==> config.mk <==
export PLATFORM = sky130hd
export DESIGN_NAME = controlador_entrada
export DESIGN_NICKNAME = d
export VERILOG_FILES = /design/src/rtl/controlador_entrada.sv
export SDC_FILE = /design/constraint.sdc
export NUM_CORES = 1
export LEC_CHECK = 0
export BUFFER_PORTS_ARGS = -buffer_cell sky130_fd_sc_hd__buf_2
export CELL_PAD_IN_SITES_DETAIL_PLACEMENT = 2
export CELL_PAD_IN_SITES_GLOBAL_PLACEMENT = 2
export CORE_ASPECT_RATIO = 1.5
export CORE_MARGIN = 2
export CORE_UTILIZATION = 35
export DETAILED_ROUTE_END_ITERATION = 6
export GPL_TIMING_DRIVEN = 0
export PLACE_DENSITY = 0.77
export SYNTH_ARGS = -nofsm -noshare
export SYNTH_HDL_FRONTEND = slang
export SYNTH_SLANG_ARGS = --single-unit
==> constraint.sdc <==
create_clock -name clk -period 4 [get_ports clk]
set_clock_uncertainty 0.2 [all_clocks]
set_input_delay 0.6 -clock clk [delete_from_list [all_inputs] [get_ports clk]]
set_output_delay 0.6 -clock clk [all_outputs]
set_load 0.1 [all_outputs]
==> src/rtl/controlador_entrada.sv <==
// Keypad entry sequencer: debounces held keys, accumulates BCD digits and converts to binary on enter.
// Optional backspace on key 0xC when BACKSPACE_EN is defined.
module controlador_entrada #(
  parameter int unsigned NUM_DIGITS     = 4,
  parameter int unsigned BIN_W          = 14,
  parameter int unsigned RELEASE_CYCLES = 8192
) (
  input  logic                               clk,
  input  logic                               rst,
  input  logic                               key_valid,
  input  logic [3:0]                         key_code,
  output logic [4*NUM_DIGITS-1:0]            bcd,
  output logic [$clog2(NUM_DIGITS+1)-1:0]    digit_count,
  output logic [BIN_W-1:0]                   value,
  output logic                               value_valid,
  input  logic                               value_ready,
  output logic                               busy,
  output logic                               overflow
);

  localparam int unsigned BCD_W = 4 * NUM_DIGITS;
  localparam int unsigned CNT_W = $clog2(NUM_DIGITS + 1);
  localparam int unsigned REL_W = $clog2(RELEASE_CYCLES + 1);

  localparam logic [3:0] KEY_BACK  = 4'hC;
  localparam logic [3:0] KEY_CLEAR = 4'hD;
  localparam logic [3:0] KEY_ENTER = 4'hE;

  typedef enum logic [1:0] {
    ST_ENTRY,
    ST_CONVERT,
    ST_HOLD
  } state_t;

  state_t             state_q, state_d;
  logic [BCD_W-1:0]   bcd_d;
  logic [CNT_W-1:0]   count_d;
  logic [BIN_W-1:0]   value_d;
  logic               value_valid_d;
  logic               busy_d;
  logic               overflow_d;
  logic               released_q, released_d;
  logic [REL_W-1:0]   rel_cnt_q, rel_cnt_d;
  logic [BIN_W-1:0]   acc_q, acc_d;
  logic [CNT_W-1:0]   step_q, step_d;
  logic               accept;
  logic [3:0]         cur_digit;

  // State and datapath registers
  always_ff @(posedge clk) begin
    if (rst) begin
      state_q     <= ST_ENTRY;
      bcd         <= '0;
      digit_count <= '0;
      value       <= '0;
      value_valid <= 1'b0;
      busy        <= 1'b0;
      overflow    <= 1'b0;
      released_q  <= 1'b1;
      rel_cnt_q   <= '0;
      acc_q       <= '0;
      step_q      <= '0;
    end else begin
      state_q     <= state_d;
      bcd         <= bcd_d;
      digit_count <= count_d;
      value       <= value_d;
      value_valid <= value_valid_d;
      busy        <= busy_d;
      overflow    <= overflow_d;
      released_q  <= released_d;
      rel_cnt_q   <= rel_cnt_d;
      acc_q       <= acc_d;
      step_q      <= step_d;
    end
  end

  // Digit under conversion, most significant first as step advances
  always_comb begin
    cur_digit = 4'd0;
    for (int i = 0; i < int'(NUM_DIGITS); i++) begin
      if (step_q == CNT_W'(int'(NUM_DIGITS) - 1 - i)) cur_digit = bcd[4*i +: 4];
    end
  end

  assign accept = key_valid && released_q;

  // Next-state, release filter and entry/convert datapath
  always_comb begin
    state_d       = state_q;
    bcd_d         = bcd;
    count_d       = digit_count;
    value_d       = value;
    value_valid_d = value_valid;
    overflow_d    = 1'b0;
    released_d    = released_q;
    rel_cnt_d     = rel_cnt_q;
    acc_d         = acc_q;
    step_d        = step_q;

    // Held keys repeat faster than RELEASE_CYCLES, so only the first event of a hold passes
    if (key_valid) begin
      released_d = 1'b0;
      rel_cnt_d  = '0;
    end else begin
      if (rel_cnt_q != REL_W'(RELEASE_CYCLES)) rel_cnt_d = rel_cnt_q + REL_W'(1);
      if (rel_cnt_d == REL_W'(RELEASE_CYCLES)) released_d = 1'b1;
    end

    unique case (state_q)
      ST_ENTRY: begin
        if (accept) begin
          if (key_code <= 4'd9) begin
            if (digit_count < CNT_W'(NUM_DIGITS)) begin
              bcd_d   = {bcd[BCD_W-5:0], key_code};
              count_d = digit_count + CNT_W'(1);
            end else begin
              overflow_d = 1'b1;
            end
          end else if (key_code == KEY_CLEAR) begin
            bcd_d   = '0;
            count_d = '0;
          end else if (key_code == KEY_ENTER) begin
            if (digit_count != '0) begin
              acc_d   = '0;
              step_d  = '0;
              state_d = ST_CONVERT;
            end
`ifdef BACKSPACE_EN
          end else if (key_code == KEY_BACK) begin
            if (digit_count != '0) begin
              bcd_d   = {4'd0, bcd[BCD_W-1:4]};
              count_d = digit_count - CNT_W'(1);
            end
`endif
          end
        end
      end

      ST_CONVERT: begin
        // One digit per cycle; the extra final step publishes the result
        if (step_q == CNT_W'(NUM_DIGITS)) begin
          value_d       = acc_q;
          value_valid_d = 1'b1;
          state_d       = ST_HOLD;
        end else begin
          acc_d  = (acc_q << 3) + (acc_q << 1) + BIN_W'(cur_digit);
          step_d = step_q + CNT_W'(1);
        end
      end

      ST_HOLD: begin
        if (value_valid && value_ready) begin
          value_valid_d = 1'b0;
          bcd_d         = '0;
          count_d       = '0;
          state_d       = ST_ENTRY;
        end
      end

      default: state_d = ST_ENTRY;
    endcase

    busy_d = (state_d == ST_CONVERT) || (state_d == ST_HOLD);
  end

endmodule

* After elaboration in Yosys (flattened, before gate mapping)
Cells that the tools add are included.
** Storage, ports and cells
- Flip-flop bits (word level) :: 70
- Latch bits :: 0
- Bits in writable memories :: 0
- Bits in read-only memories :: 0
- Bits of input ports :: 8
- Output and inout bits :: 36
- Memories kept :: 0
** Cells by class
- $add $sub $neg :: 5
- Multiply operators :: 0
- Divide/modulo/power cells :: 0
- $lt $le $gt $ge :: 2
- Equality and inequality tests :: 22
- Shift-type cells :: 0
- Muxes and demuxes :: 46
- Bitwise operators :: 3
- Reduce and logical (&&, ||, !) cells :: 16
** Operators by type and width (number)
- 2-to-1 mux 14 bit :: 8
- 2-to-1 mux 16 bit :: 5
- 2-to-1 mux 3 bit :: 11
- case mux 16 bit (2 select lines) :: 1
- case mux 14 bit (2 select lines) :: 1
- 2-to-1 mux 4 bit :: 4
- != test 2 bit (second input constant) :: 8
- adder 14 x 1 -> 14 bit (second input constant) :: 1
- adder 14 bit :: 1
- adder 14 x 4 -> 14 bit :: 1
- == test 14 bit (second input constant) :: 1
- 2-to-1 mux 2 bit :: 7
- != test 14 bit (second input constant) :: 1
- case mux 3 bit (2 select lines) :: 2
- == test 4 bit (second input constant) :: 2
- nonzero test 2 bit :: 4
- AND reduction 7 bit :: 1
- adder 3 x 1 -> 3 bit (second input constant) :: 2
- == test 3 x 2 -> 1 bit (second input constant) :: 2
- != test 3 bit (second input constant) :: 2
- case mux 2 bit (3 select lines) :: 1
- 2-to-1 mux 1 bit :: 5
- AND reduction 5 bit :: 1
- == test 2 x 1 -> 1 bit (second input constant) :: 2
- 16 further kinds :: 20

* Logic depth before layout (Yosys ltp)
- Depth after elaboration :: 9
- Mapped depth :: 16
- Depth with buffers taken out :: 16

* Least setup slack after synthesis
OpenSTA, ideal clock, no wires.
- Path kind :: reg-to-reg
- Start :: reg bcd[7]
- End :: reg acc_q[12]
- Arrival time :: 3.664 ns
- Data required time :: 3.683 ns
- Slack :: 0.019 ns
- Cell stages (with the launch flop) :: 15
- Cells stage by stage :: dfxtp_1 > nand2_1 > nor2_1 > a211oi_1 > o22ai_1 > o21ai_0 > fa_1 > inv_1 > fa_1 > a21o_1 > a21o_1 > a211oi_1 > o41ai_1 > xor2_1 > a22o_1
** Between the ends
- Word-level cells in the longest chain between the ends :: 6
** RTL lines
- start, declared :: line 12 : output logic [4*NUM_DIGITS-1:0] bcd,
- start signal, assigned :: line 53 : bcd <= '0;
- start signal, assigned :: line 65 : bcd <= bcd_d;
- 2-to-1 mux 4 bit (3 in a row) :: line 82 : if (step_q == CNT_W'(int'(NUM_DIGITS) - 1 - i)) cur_digit = bcd[4*i +: 4];
- adder 14 x 4 -> 14 bit :: line 147 : acc_d = (acc_q << 3) + (acc_q << 1) + BIN_W'(cur_digit);
- 2-to-1 mux 14 bit :: line 142 : if (step_q == CNT_W'(NUM_DIGITS)) begin
- case mux 14 bit (2 select lines) :: line 110 : unique case (state_q)
- end signal, assigned :: line 61 : acc_q <= '0;
- end signal, assigned :: line 73 : acc_q <= acc_d;
- end, declared :: line 44 : logic [BIN_W-1:0] acc_q, acc_d;
Every way passes these cells. The select of a mux whose other input is x is not followed.
A chain may end at the register's enable or synchronous reset.

* Worst setup path in the final report
- Start :: reg step_q[0]
- End :: reg acc_q[12]
** Between the ends
- Word-level cells in the longest chain between the ends :: 8
- Elaborated cells on any way between the ends :: 14
** RTL lines
- start, declared :: line 45 : logic [CNT_W-1:0] step_q, step_d;
- start signal, assigned :: line 74 : step_q <= step_d;
- == test 3 x 2 -> 1 bit :: line 82
- 2-to-1 mux 4 bit (4 in a row) :: line 82
- adder 14 x 4 -> 14 bit :: line 147
- 2-to-1 mux 14 bit :: line 142
- case mux 14 bit (2 select lines) :: line 110
Several ways; a longest one is shown, not always the timed one. The select of a mux whose other input is x is not followed.

==> metrics.yaml <==
hold_viol_final: 0
grt_overflow_total: 0
rsz0062_at_grt: "false"
syn_to_final_growth_pct: 19.2
placed_area_sq_um: 4240
timing.fmax_mhz: 267
required_ns: 4.03
dp_slack_ns: -0.241
async_flop_share_pct: 0
tightest_slew_ns: 0.823
synthTopCellsByCount: "70 x dfxtp_1, 65 x nor2_1, 55 x nand2_1"
holdWs_ns: 0.251
place_congestion: 0.760
p_per_area_nw_per_um2: 351
grt_usage_pct: 21.4
cts.sinks: 70
holdCritStartpoint: "value[8]$_SDFFE_PP0P_"
startpoint_type: "flop"
drive_gt1_share_pct: 16.4
syn_nets: 504
slew_headroom_pct: 45.1
avgSynthCellArea_sq_um: 8.32
ys_ff_latch: 70
nets: 554
yosysMostFrequentCell: "dfxtp_1"
cts_made_buffers: 9
hold_class: "flop to flop"
firstDrtPassIters: 4
reg2reg_setup_slack_ns: 0.25
synth_edf_count: 0
clock_latency_ns: 0.34
cp.arrival_ns: 3.77
ys_seq_area_share_pct: 36.4
vias: 3496
clk_pin_slew_worst_paths_ns: 0.06
status: "finished clean"
endpoint_kind: "flop"
ir_drop_mv: 0.190
final_util_pct: 43.1
floorplan.core_area_sq_um: 10600
rr_endpoint: "acc_q[12]$_SDFFE_PP0P_"
cts_tree: "built"
start_util_pct: 36.2
cpPeakStageDelay_ns: 0.50
crit_slowest_cell: "fa_1"
yosysUniqueCellTypes: 48
fillers: 1227
wl_per_cell_microns: 17.9
crit_chain: "inv_1 -> ha_4 -> nand2_1 -> nor2_1 -> a211oi_1 -> o22ai_1 -> o21ai_0 -> fa_1 -> inv_1 -> fa_1 -> a21o_1 -> a21o_1 -> a211oi_4 -> o41ai_2 -> xor2_1 -> a22o_1"
hold-path-endpoint: "value[8]$_SDFFE_PP0P_"
grt_pass1_vias: 3896
drcViolationCount: 0
holdBufCountCts: 0
min_path_cells: 2
drtIter0Drc: 96
yosysWarnings: 0
setup_slack_ns: 0.252
final_antenna_net_count: 0
placementRows: 46
fin_area_sq_um: 4590
synth_area_sq_um: 3850
worstRegToRegCells: 16
antenna_found_initial: 0
avgViaCountPerCell: 5.28
io_buffers: 42
htreeDepth: 3
cts_max_path_buffers: 2
synth_cells: 463
grt_first_pass_wirelength_microns: 19900
critPathKind: "flop to flop"
p_leak_nw: 1.99
synth.area.top_cells: "dfxtp_1 36%, ha_1 10%, nor2_1 6.3%"
pin_count: 44
drv_cap: 0
crit_fanout: 5
setup_viol: 0
fin_crit_sh_pct: 93.7
diodes: 0
synth_top_cell_by_area: "dfxtp_1"
die_y_microns: 132
dp_hpwl_microns: 8930
min_period_ns: 3.75
r2r-start: "step_q[0]$_SDFFE_PP0P_"
yosys_most_used_dff: "dfxtp_1"
synth_top_cell_area_share_pct: 36.4
slew_viol_final: 0
wirelength_microns: 11800
grt_max_degree: 12
cts_root_buffer: "clkbuf_16"
dieArea_sq_um: 11900
dieWidth_microns: 89.7
critical path: cells and delay by family (launching register included):
| family | cells | cell delay, ns |
|---|---|---|
| buf+inv | 2 | 0.23 |
| fa+ha+maj | 3 | 1.17 |
| simple gates | 2 | 0.15 |
| compound gates | 8 | 1.38 |
| flops | 1 | 0.34 |
| xor+xnor | 1 | 0.16 |
worst max path at each step:
| stage | start | endpoint | depth (start not counted) |
|---|---|---|---|
| 5_1_grt | step_q[0]$_SDFFE_PP0P_ | acc_q[12]$_SDFFE_PP0P_ | 16 |
| 4_1_cts | step_q[0]$_SDFFE_PP0P_ | acc_q[13]$_SDFFE_PP0P_ | 15 |
| 3_5_place_dp | step_q[1]$_SDFFE_PP0P_ | acc_q[12]$_SDFFE_PP0P_ | 16 |
| 3_3_place_gp | step_q[1]$_SDFFE_PP0P_ | acc_q[12]$_SDFFE_PP0P_ | 16 |
| 2_1_floorplan | bcd[7]$_SDFFE_PP0P_ | acc_q[12]$_SDFFE_PP0P_ | 14 |
| 6_report | step_q[0]$_SDFFE_PP0P_ | acc_q[12]$_SDFFE_PP0P_ | 16 |
per-layer routing:
layer / global-route usage [%] / share of wire (%) / vias to the layer above
met5: 0 / 0 / -
met1: 25.4 / 42 / 1741
met3: 3.81 / 2.5 / 14
met2: 38.5 / 54 / 51
met4: 5.14 / 1.5 / 0
li1: - / - / 1690
layout by cell type, fill, tap and decap left out, types with 4 or more instances in the layout:
cell / synthesis / layout
a211oi_1: 5 / 4
a21o_1: 5 / 5
a21oi_1: 34 / 34
a22o_1: 5 / 5
a22oi_1: 10 / 10
and2_1: 4 / 4
and3_1: 10 / 10
buf_2: 4 / 46
clkbuf_1: 18 / 16
clkbuf_16: 0 / 9
dfxtp_1: 70 / 68
ha_1: 31 / 28
inv_1: 22 / 22
mux2_2: 7 / 7
mux2i_1: 13 / 13
nand2_1: 55 / 55
nand2b_1: 6 / 6
nand3_1: 12 / 12
nand4_1: 4 / 4
nor2_1: 65 / 65
nor2b_1: 6 / 5
nor3_1: 6 / 6
o21ai_0: 13 / 12
xnor2_1: 13 / 13
xor2_1: 11 / 11
kinds of logic after synthesis:
logic type | synth area share, %
xor+xnor | 5.46
mux | 5.43
fa+ha+maj | 11.1
buf+inv | 4.65
compound gates | 15.2
simple gates | 21.8
flops | 36.4
layout make-up:
type | count | area [sq um] | area share, %
Multi-Input combinational cell | 347 | 2330 | 50.7
Timing Repair Buffer | 42 | 210 | 4.58
Clock buffer | 12 | 256 | 5.59
Tap cell | 144 | 180 | 3.92
Clock inverter | 4 | 45.0 | 0.981
Buffer | 21 | 85.1 | 1.85
Inverter | 22 | 82.6 | 1.80
Sequential cell | 70 | 1400 | 30.6
per-stage QoR:
stage / total power, mW / cells / TNS (ns)
finish: 1.61 / 662 / 0
floorplan: 0.783 / 463 / 0
CTS: 1.63 / 664 / 0
global route: 1.67 / 662 / 0
detailed placement: 0.810 / 649 / -0.397
global placement: 0.807 / 649 / -0.0823
registers in the layout, summed over array words and instances, names as in the netlist:
register	count
overflow	1
step_q	3
value	14
value_valid	1
acc_q	14
bcd	16
rel_cnt_q	14
busy	1
state_q	2
digit_count	3
released_q	1
power breakdown:
part | internal [mW] | switching [mW]
registers | 0.702 | 0.00487
logic | 0.0238 | 0.0626
clock network | 0.514 | 0.306
repair_timing:
item,CTS,global route
buffers inserted,0,0
setup endpoints to repair,5,6
pin swaps,0,1
gates resized for setup,3,10
No activity file was read; power rests on OpenSTA's default activity.
